**config.mk**
```make
export PLATFORM = sky130hd
export DESIGN_NAME = ps2_receiver
export DESIGN_NICKNAME = d
export VERILOG_FILES = /design/src/rtl/ps2_receiver.sv
export SDC_FILE = /design/constraint.sdc
export NUM_CORES = 1
export LEC_CHECK = 0
export ABC_AREA = 1
export ABC_CLOCK_PERIOD_IN_PS = 3400
export BUFFER_PORTS_ARGS = -buffer_cell sky130_fd_sc_hd__buf_2
export CAP_MARGIN = 20
export CORE_AREA = 2 2 71 73
export CTS_CLUSTER_DIAMETER = 30
export DETAILED_ROUTE_END_ITERATION = 10
export DIE_AREA = 0 0 73 75
export HOLD_SLACK_MARGIN = 0.08
export PLACE_DENSITY_LB_ADDON = 0.08
export SYNTH_ARGS = -nofsm -noshare
export SYNTH_HDL_FRONTEND = slang
export SYNTH_SLANG_ARGS = --single-unit
```
**constraint.sdc**
```tcl
create_clock -name clock -period 3.4 [get_ports clock]
set_input_delay 0.68 -clock clock [delete_from_list [all_inputs] [get_ports clock]]
set_output_delay 0.68 -clock clock [all_outputs]
set_load 0.005 [all_outputs]
```
**src/rtl/ps2_receiver.sv**
```systemverilog
// PS/2 receive-only front end: synchronizes and deglitches the PS/2 clock,
// then deframes 11-bit frames into scan-code bytes with hit/err strobes.
module ps2_receiver #(
  parameter int FILTER  = 8,
  parameter int TIMEOUT = 5000
) (
  input  logic       clock,
  input  logic       resetn,
  input  logic       ps2_clk,
  input  logic       ps2_dat,
  output logic [7:0] ps2_data,
  output logic       ps2_hit,
  output logic       ps2_err
);

  localparam int FW = $clog2(FILTER + 1);
  localparam int TW = $clog2(TIMEOUT + 1);

  typedef enum logic [1:0] {IDLE, DATA, PARITY, STOP} state_t;

  logic          clkMeta_q, clkSync_q, datMeta_q, datSync_q;
  logic          filtClk_q, filtClk_d;
  logic [FW-1:0] filtCnt_q, filtCnt_d;
  logic          sampleEvt;
  logic          frameOk;

  state_t        state_q;
  logic [2:0]    bitCnt_q;
  logic [7:0]    shift_q;
  logic          parity_q;
  logic [TW-1:0] toCnt_q;
  logic [7:0]    data_q;
  logic          hit_q, err_q;

  always_ff @(posedge clock) begin
    if (!resetn) begin
      clkMeta_q <= 1'b1;
      clkSync_q <= 1'b1;
      datMeta_q <= 1'b1;
      datSync_q <= 1'b1;
      filtClk_q <= 1'b1;
      filtCnt_q <= '0;
    end else begin
      clkMeta_q <= ps2_clk;
      clkSync_q <= clkMeta_q;
      datMeta_q <= ps2_dat;
      datSync_q <= datMeta_q;
      filtClk_q <= filtClk_d;
      filtCnt_q <= filtCnt_d;
    end
  end

  // The filtered level flips on the FILTER-th consecutive differing sample;
  // the sample event is that flip when it goes from high to low.
  always_comb begin
    filtClk_d = filtClk_q;
    filtCnt_d = '0;
    sampleEvt = 1'b0;
    if (clkSync_q != filtClk_q) begin
      if (filtCnt_q == FW'(FILTER - 1)) begin
        filtClk_d = clkSync_q;
        sampleEvt = filtClk_q;
      end else begin
        filtCnt_d = filtCnt_q + FW'(1);
      end
    end
  end

  assign frameOk = (^{shift_q, parity_q}) & datSync_q;

  always_ff @(posedge clock) begin
    if (!resetn) begin
      state_q  <= IDLE;
      bitCnt_q <= 3'd0;
      shift_q  <= 8'h00;
      parity_q <= 1'b0;
      toCnt_q  <= '0;
      data_q   <= 8'h00;
      hit_q    <= 1'b0;
      err_q    <= 1'b0;
    end else begin
      hit_q <= 1'b0;
      err_q <= 1'b0;
      if (state_q == IDLE || sampleEvt) begin
        toCnt_q <= '0;
      end else begin
        toCnt_q <= toCnt_q + TW'(1);
      end

      // A stalled partial frame is dropped silently.
      if (!sampleEvt && state_q != IDLE && toCnt_q == TW'(TIMEOUT)) begin
        state_q <= IDLE;
        toCnt_q <= '0;
      end else if (sampleEvt) begin
        case (state_q)
          IDLE: begin
            if (!datSync_q) begin
              state_q  <= DATA;
              bitCnt_q <= 3'd0;
            end
          end
          DATA: begin
            shift_q  <= {datSync_q, shift_q[7:1]};
            bitCnt_q <= bitCnt_q + 3'd1;
            if (bitCnt_q == 3'd7) begin
              state_q <= PARITY;
            end
          end
          PARITY: begin
            parity_q <= datSync_q;
            state_q  <= STOP;
          end
          STOP: begin
            state_q <= IDLE;
            if (frameOk) begin
              data_q <= shift_q;
              hit_q  <= 1'b1;
            end else begin
              err_q <= 1'b1;
            end
          end
          default: state_q <= IDLE;
        endcase
      end
    end
  end

  assign ps2_data = data_q;
  assign ps2_hit  = hit_q;
  assign ps2_err  = err_q;

endmodule

```
# == Word level (Yosys, flattened, before mapping) ==
# Cells that the tools add are included.
# word_totals
wordCells,59
out_inout_bits,10
inputBits,4
mem_count,0
latchBits,0
regBits,46
mem_bits_ro,0
ram_bits,0
# op_classes
n_addsub,3
n_bitwise,6
mul,0
reduce_logical,18
n_eq_ne,9
n_shift,0
div,0
muxes,9
n_lt_le_gt_ge,0
# ops
operator,n
"adder 13 x 1 -> 13 bit, second input constant",1
"equality test 13 bit, second input constant",1
AND reduction 3 bit,3
parity 9 bit,1
one-hot mux 2 bit (4 select lines),1
AND reduction 4 bit,2
one-hot mux 3 bit (2 select lines),1
OR reduction 3 bit,2
inverter 1 bit,5
"adder 4 x 1 -> 4 bit, second input constant",1
"equality test 2 bit, second input constant",2
"equality test 4 x 3 -> 1 bit, second input constant",1
two-way mux 1 bit,4
two-way mux 2 bit,2
"inequality test 2 bit, second input constant",2
nonzero test 2 bit,2
OR reduction 4 bit,1
"adder 3 x 1 -> 3 bit, second input constant",1
"equality test 3 bit, second input constant",1
two-way mux 3 bit,1
"equality test 2 x 1 -> 1 bit, second input constant",1
logical AND 1 bit,2
logical NOT 2 bit,1
AND reduction 2 bit,1
other kinds (5),5

# == Depth between registers and ports, before layout ==
# logic_depth
ltp_word,8
mapped_depth,12
depth_no_buf,12

# == Worst setup path after synthesis ==
# OpenSTA, ideal clock, no wires.
# synth_path
kind,register -> register
start,register filtCnt_q[0]
end,register shift_q[7]
period_less_slack_ns,1.512
setup_slack_ns,1.888
path_stages_with_launch,10
arrival_time_ns,1.393
required_ns,3.281
setup_ns,0.119
n_path_buf,1
path_cell_list,dfxtp_1 -> ha_1 -> nand2_1 -> nor2_1 -> nand3_2 -> inv_2 -> nand2_1 -> buf_2 -> o21ai_0 -> a21oi_1
# synth_via
elab_chain_len,8
# synth_rtl
item,line_no,source
"start, declared",23,"logic [FW-1:0] filtCnt_q, filtCnt_d;"
"start signal, assigned",49,filtCnt_q <= filtCnt_d;
equality test 4 x 3 -> 1 bit *,60,if (filtCnt_q == FW'(FILTER - 1)) begin
two-way mux 1 bit *,60,
two-way mux 1 bit *,59,if (clkSync_q != filtClk_q) begin
logical NOT 1 bit,91,if (!sampleEvt && state_q != IDLE && toCnt_q == TW'(TIMEOUT)) begin
logical AND 1 bit (2 in a row),91,
inverter 1 bit (no line),-,
AND reduction 3 bit (no line) *,-,
"end signal, assigned",103,"shift_q <= {datSync_q, shift_q[7:1]};"
"end, declared",29,logic [7:0] shift_q;
# Mark *: on every way between the ends. The rest lies on a longest branch, timed or not.
# A chain may end at the register's enable or synchronous reset.

# == Worst setup path after layout ==
# layout_path
start,register filtCnt_q[0]
end,register shift_q[3]
# The elaborated chain is that of the path after synthesis.

==> impl_metrics.tcl <==
set metrics [dict create \
    status "finished clean" \
    vias 1786 \
    clock_latency_ns 0.30 \
    synth_top_family_by_area "simple AND/OR/NAND/NOR gates" \
    io_buffers 13 \
    crit_fanout 16 \
    grt_pass1_wl_um 6686 \
    timing.final.max_slew_violations 0 \
    drt_iter0_markers 63 \
    cp_cell_sequence "ha_1 > nand2_1 > nor2_1 > nand3_2 > inv_2 > nand2_1 > o21ai_0 > a21oi_1" \
    hold_path_class "reg2reg" \
    path_class "reg2reg" \
    regArea_um2 920.9 \
    synth_warnings 0 \
    syn_avg_cell_area_um2 7.262 \
    hold_viol 0 \
    grt_max_degree 25 \
    htreeDepth 2 \
    irDropWorstVdd_mv 0.2237 \
    start_util 0.4612 \
    syn_inst 296 \
    synth_compound_area_frac 0.08847 \
    final_layout_size_suffix_gt1_frac 0.1154 \
    dieArea_um2 5475 \
    fillers 492 \
    cts_tree "done" \
    drc 0 \
    wl_um 3749 \
    synthAdderAreaFrac 0.05239 \
    fin_ws_ns 1.642 \
    viasPerCell 4.880 \
    multi_input_area_um2 1066 \
    rsz0062_at_grt "false" \
    setup_viol 0 \
    synth-simple-area-share 0.3265 \
    r2r_start "filtCnt_q[0]" \
    synth_xor_xnor_area_share 0.02852 \
    final_antenna_net_count 0 \
    dpl_cell_area_um2 2255 \
    period_needed_ns 1.758 \
    drv_cap 0 \
    final_area_um2 2346 \
    grt_usage 0.1586 \
    cts_resized 0 \
    critPathBufInv 1 \
    gp_congestion 0.7931 \
    synth_cell_type_count 27 \
    post_cts_buffers 0 \
    r2r_slack_ns 1.64 \
    antenna_found_initial 0 \
    max-slew-margin-rel 0.6991 \
    critPathCaptureType "register" \
    worstHoldPathCells 1 \
    cts_buffers 5 \
    wl_per_cell_um 10.24 \
    fin_cells 366 \
    hold_buffers 0 \
    syn_to_final_growth_pct 9.139 \
    syn-num-nets 309 \
    p_leak_nw 0.9493 \
    cts.clk_slew.worst_paths_ns 0.08 \
    fin_tns_setup_ns 0 \
    cp_common_cell "nand2_1" \
    mostFrequentLayoutCells "nand2_1 (75), dfxtp_1 (46), nor2_1 (38), inv_1 (34), a21oi_1 (19)" \
    num_rows 25 \
    ys_ff_latch 46 \
    num-nets-final 324 \
    grt_pass1_vias 1527 \
    die_y_um 75 \
    r2r-end "shift_q[3]" \
    layout_commonest_cell "nand2_1" \
    hpwl_um 2802 \
    synth_mux_area_frac 0 \
    hold-path-endpoint "datSync_q" \
    cts_sinks 46 \
    syn_area_um2 2150 \
    antenna_cells 0 \
    worst_clock_skew_ns 0.007048 \
    hp-start "datMeta_q" \
    startpoint_type "register" \
    arrival_ns 1.93 \
    drt-pass1-iter-count 4 \
    dp.cells 358 \
    die_x_um 73 \
    root_buffer "clkbuf_8" \
    design.core.area_um2 4661 \
    p_per_area_nw_per_um2 383.4 \
    fmaxAchievable_mhz 568.8 \
    overflow 0 \
    power.total_mw 0.8994 \
    cpMaxStageDelayCell "dfxtp_1" \
    post-place-ws_ns 1.636 \
    synth_seq_area_share 0.4284 \
    rr_worst_depth 8 \
    tightest_slew_ns 0.4508 \
    ioPinCount 14 \
    required_ns 3.57 \
    fin_crit_sh 0.5171 \
    cts_buffer_depth 2 \
    cpLargestDelayFamily "simple AND/OR/NAND/NOR gates" \
    critPathMaxStageDelay_ns 0.35 \
]
-- worst max-delay path by stage --
stage	slack, ns	to	from	cells after the start
2_1_floorplan	1.89	shift_q[7]	filtCnt_q[0]	9
3_3_place_gp	1.70	shift_q[2]	filtCnt_q[0]	8
3_5_place_dp	1.64	shift_q[2]	filtCnt_q[0]	8
4_1_cts	1.63	shift_q[3]	filtCnt_q[0]	8
5_1_grt	1.41	shift_q[3]	filtCnt_q[0]	8
6_report	1.64	shift_q[3]	filtCnt_q[0]	8
-- layout make-up --
class,instances,share of cell area
multi-input combinational,209,0.4544
sequential,46,0.3925
inverter,36,0.05760
clock buffer,7,0.03680
tap,54,0.02880
timing repair buffer,13,0.02773
clock inverter,1,0.002133
-- registers in the layout, summed over array words and instances, names as in the netlist --
register and cells:
filtClk_q 1, parity_q 1, ps2_hit 1, filtCnt_q 4, clkMeta_q 1, ps2_data 8
shift_q 8, ps2_err 1, toCnt_q 13, state_q 2, datMeta_q 1, datSync_q 1
bitCnt_q 3, clkSync_q 1
-- worst register-to-register path: stages, from the launching register on --
cell and delay (ns):
dfxtp_1 0.35, ha_1 0.17, nand2_1 0.06, nor2_1 0.20, nand3_2 0.16, inv_2 0.09
nand2_1 0.26, o21ai_0 0.27, a21oi_1 0.06
-- power breakdown --
group / internal (mW) / switching (mW)
sequential: 0.541 / 0.00253
clock: 0.164 / 0.177
combinational: 0.00551 / 0.00966
total: 0.710 / 0.189
-- synth_stat cells --
| cell type | count | area share |
|---|---|---|
| or2_2 | 7 | 0.020 |
| buf_2 | 1 | 0.0023 |
| inv_2 | 2 | 0.0035 |
| nor3b_1 | 1 | 0.0035 |
| a21oi_2 | 1 | 0.0041 |
| nand4_1 | 11 | 0.032 |
| inv_1 | 34 | 0.059 |
| o21ai_1 | 1 | 0.0023 |
| a21oi_1 | 19 | 0.044 |
| nand3_1 | 12 | 0.028 |
| nor2_1 | 38 | 0.066 |
| xor2_1 | 4 | 0.016 |
| nor2_4 | 2 | 0.010 |
| o21ai_0 | 15 | 0.035 |
| a31oi_1 | 1 | 0.0029 |
| nand2_1 | 75 | 0.13 |
| buf_6 | 1 | 0.0052 |
| clkbuf_1 | 2 | 0.0035 |
| nand3b_1 | 1 | 0.0035 |
| nand3_2 | 3 | 0.014 |
| buf_1 | 1 | 0.0017 |
| dfxtp_1 | 46 | 0.43 |
| nor4_1 | 2 | 0.0058 |
| ha_1 | 9 | 0.052 |
| xnor2_1 | 3 | 0.012 |
| nor3_2 | 1 | 0.0047 |
| nor3_1 | 3 | 0.0070 |
-- stage by stage --
step | hold WS [ns] | util
finish | 0.4187 | 0.5034
global route | 0.4302 | 0.5034
CTS | 0.4217 | 0.5034
detailed placement | 0.4028 | 0.4838
global placement | 0.3949 | 0.4838
floorplan | 0.3925 | -
-- layer usage --
metal / track usage / wire, um / vias up
li1: - / - / 975
met1: 0.2041 / 1959 / 779
met2: 0.2472 / 1558 / 25
met3: 0.04284 / 161 / 7
met4: 0.07613 / 70 / 0
met5: 0 / 0 / -
-- cells by family (layout without fill, tap and decap cells) --
group | after synthesis | in the layout
AOI/OAI and AO/OA | 37 | 37
xor gates and xnor gates | 7 | 7
adders and majority gates | 9 | 9
buffers and inverters | 41 | 57
DFF | 46 | 46
and+or+nand+nor | 156 | 156
Power figures use the tool's default switching activity.
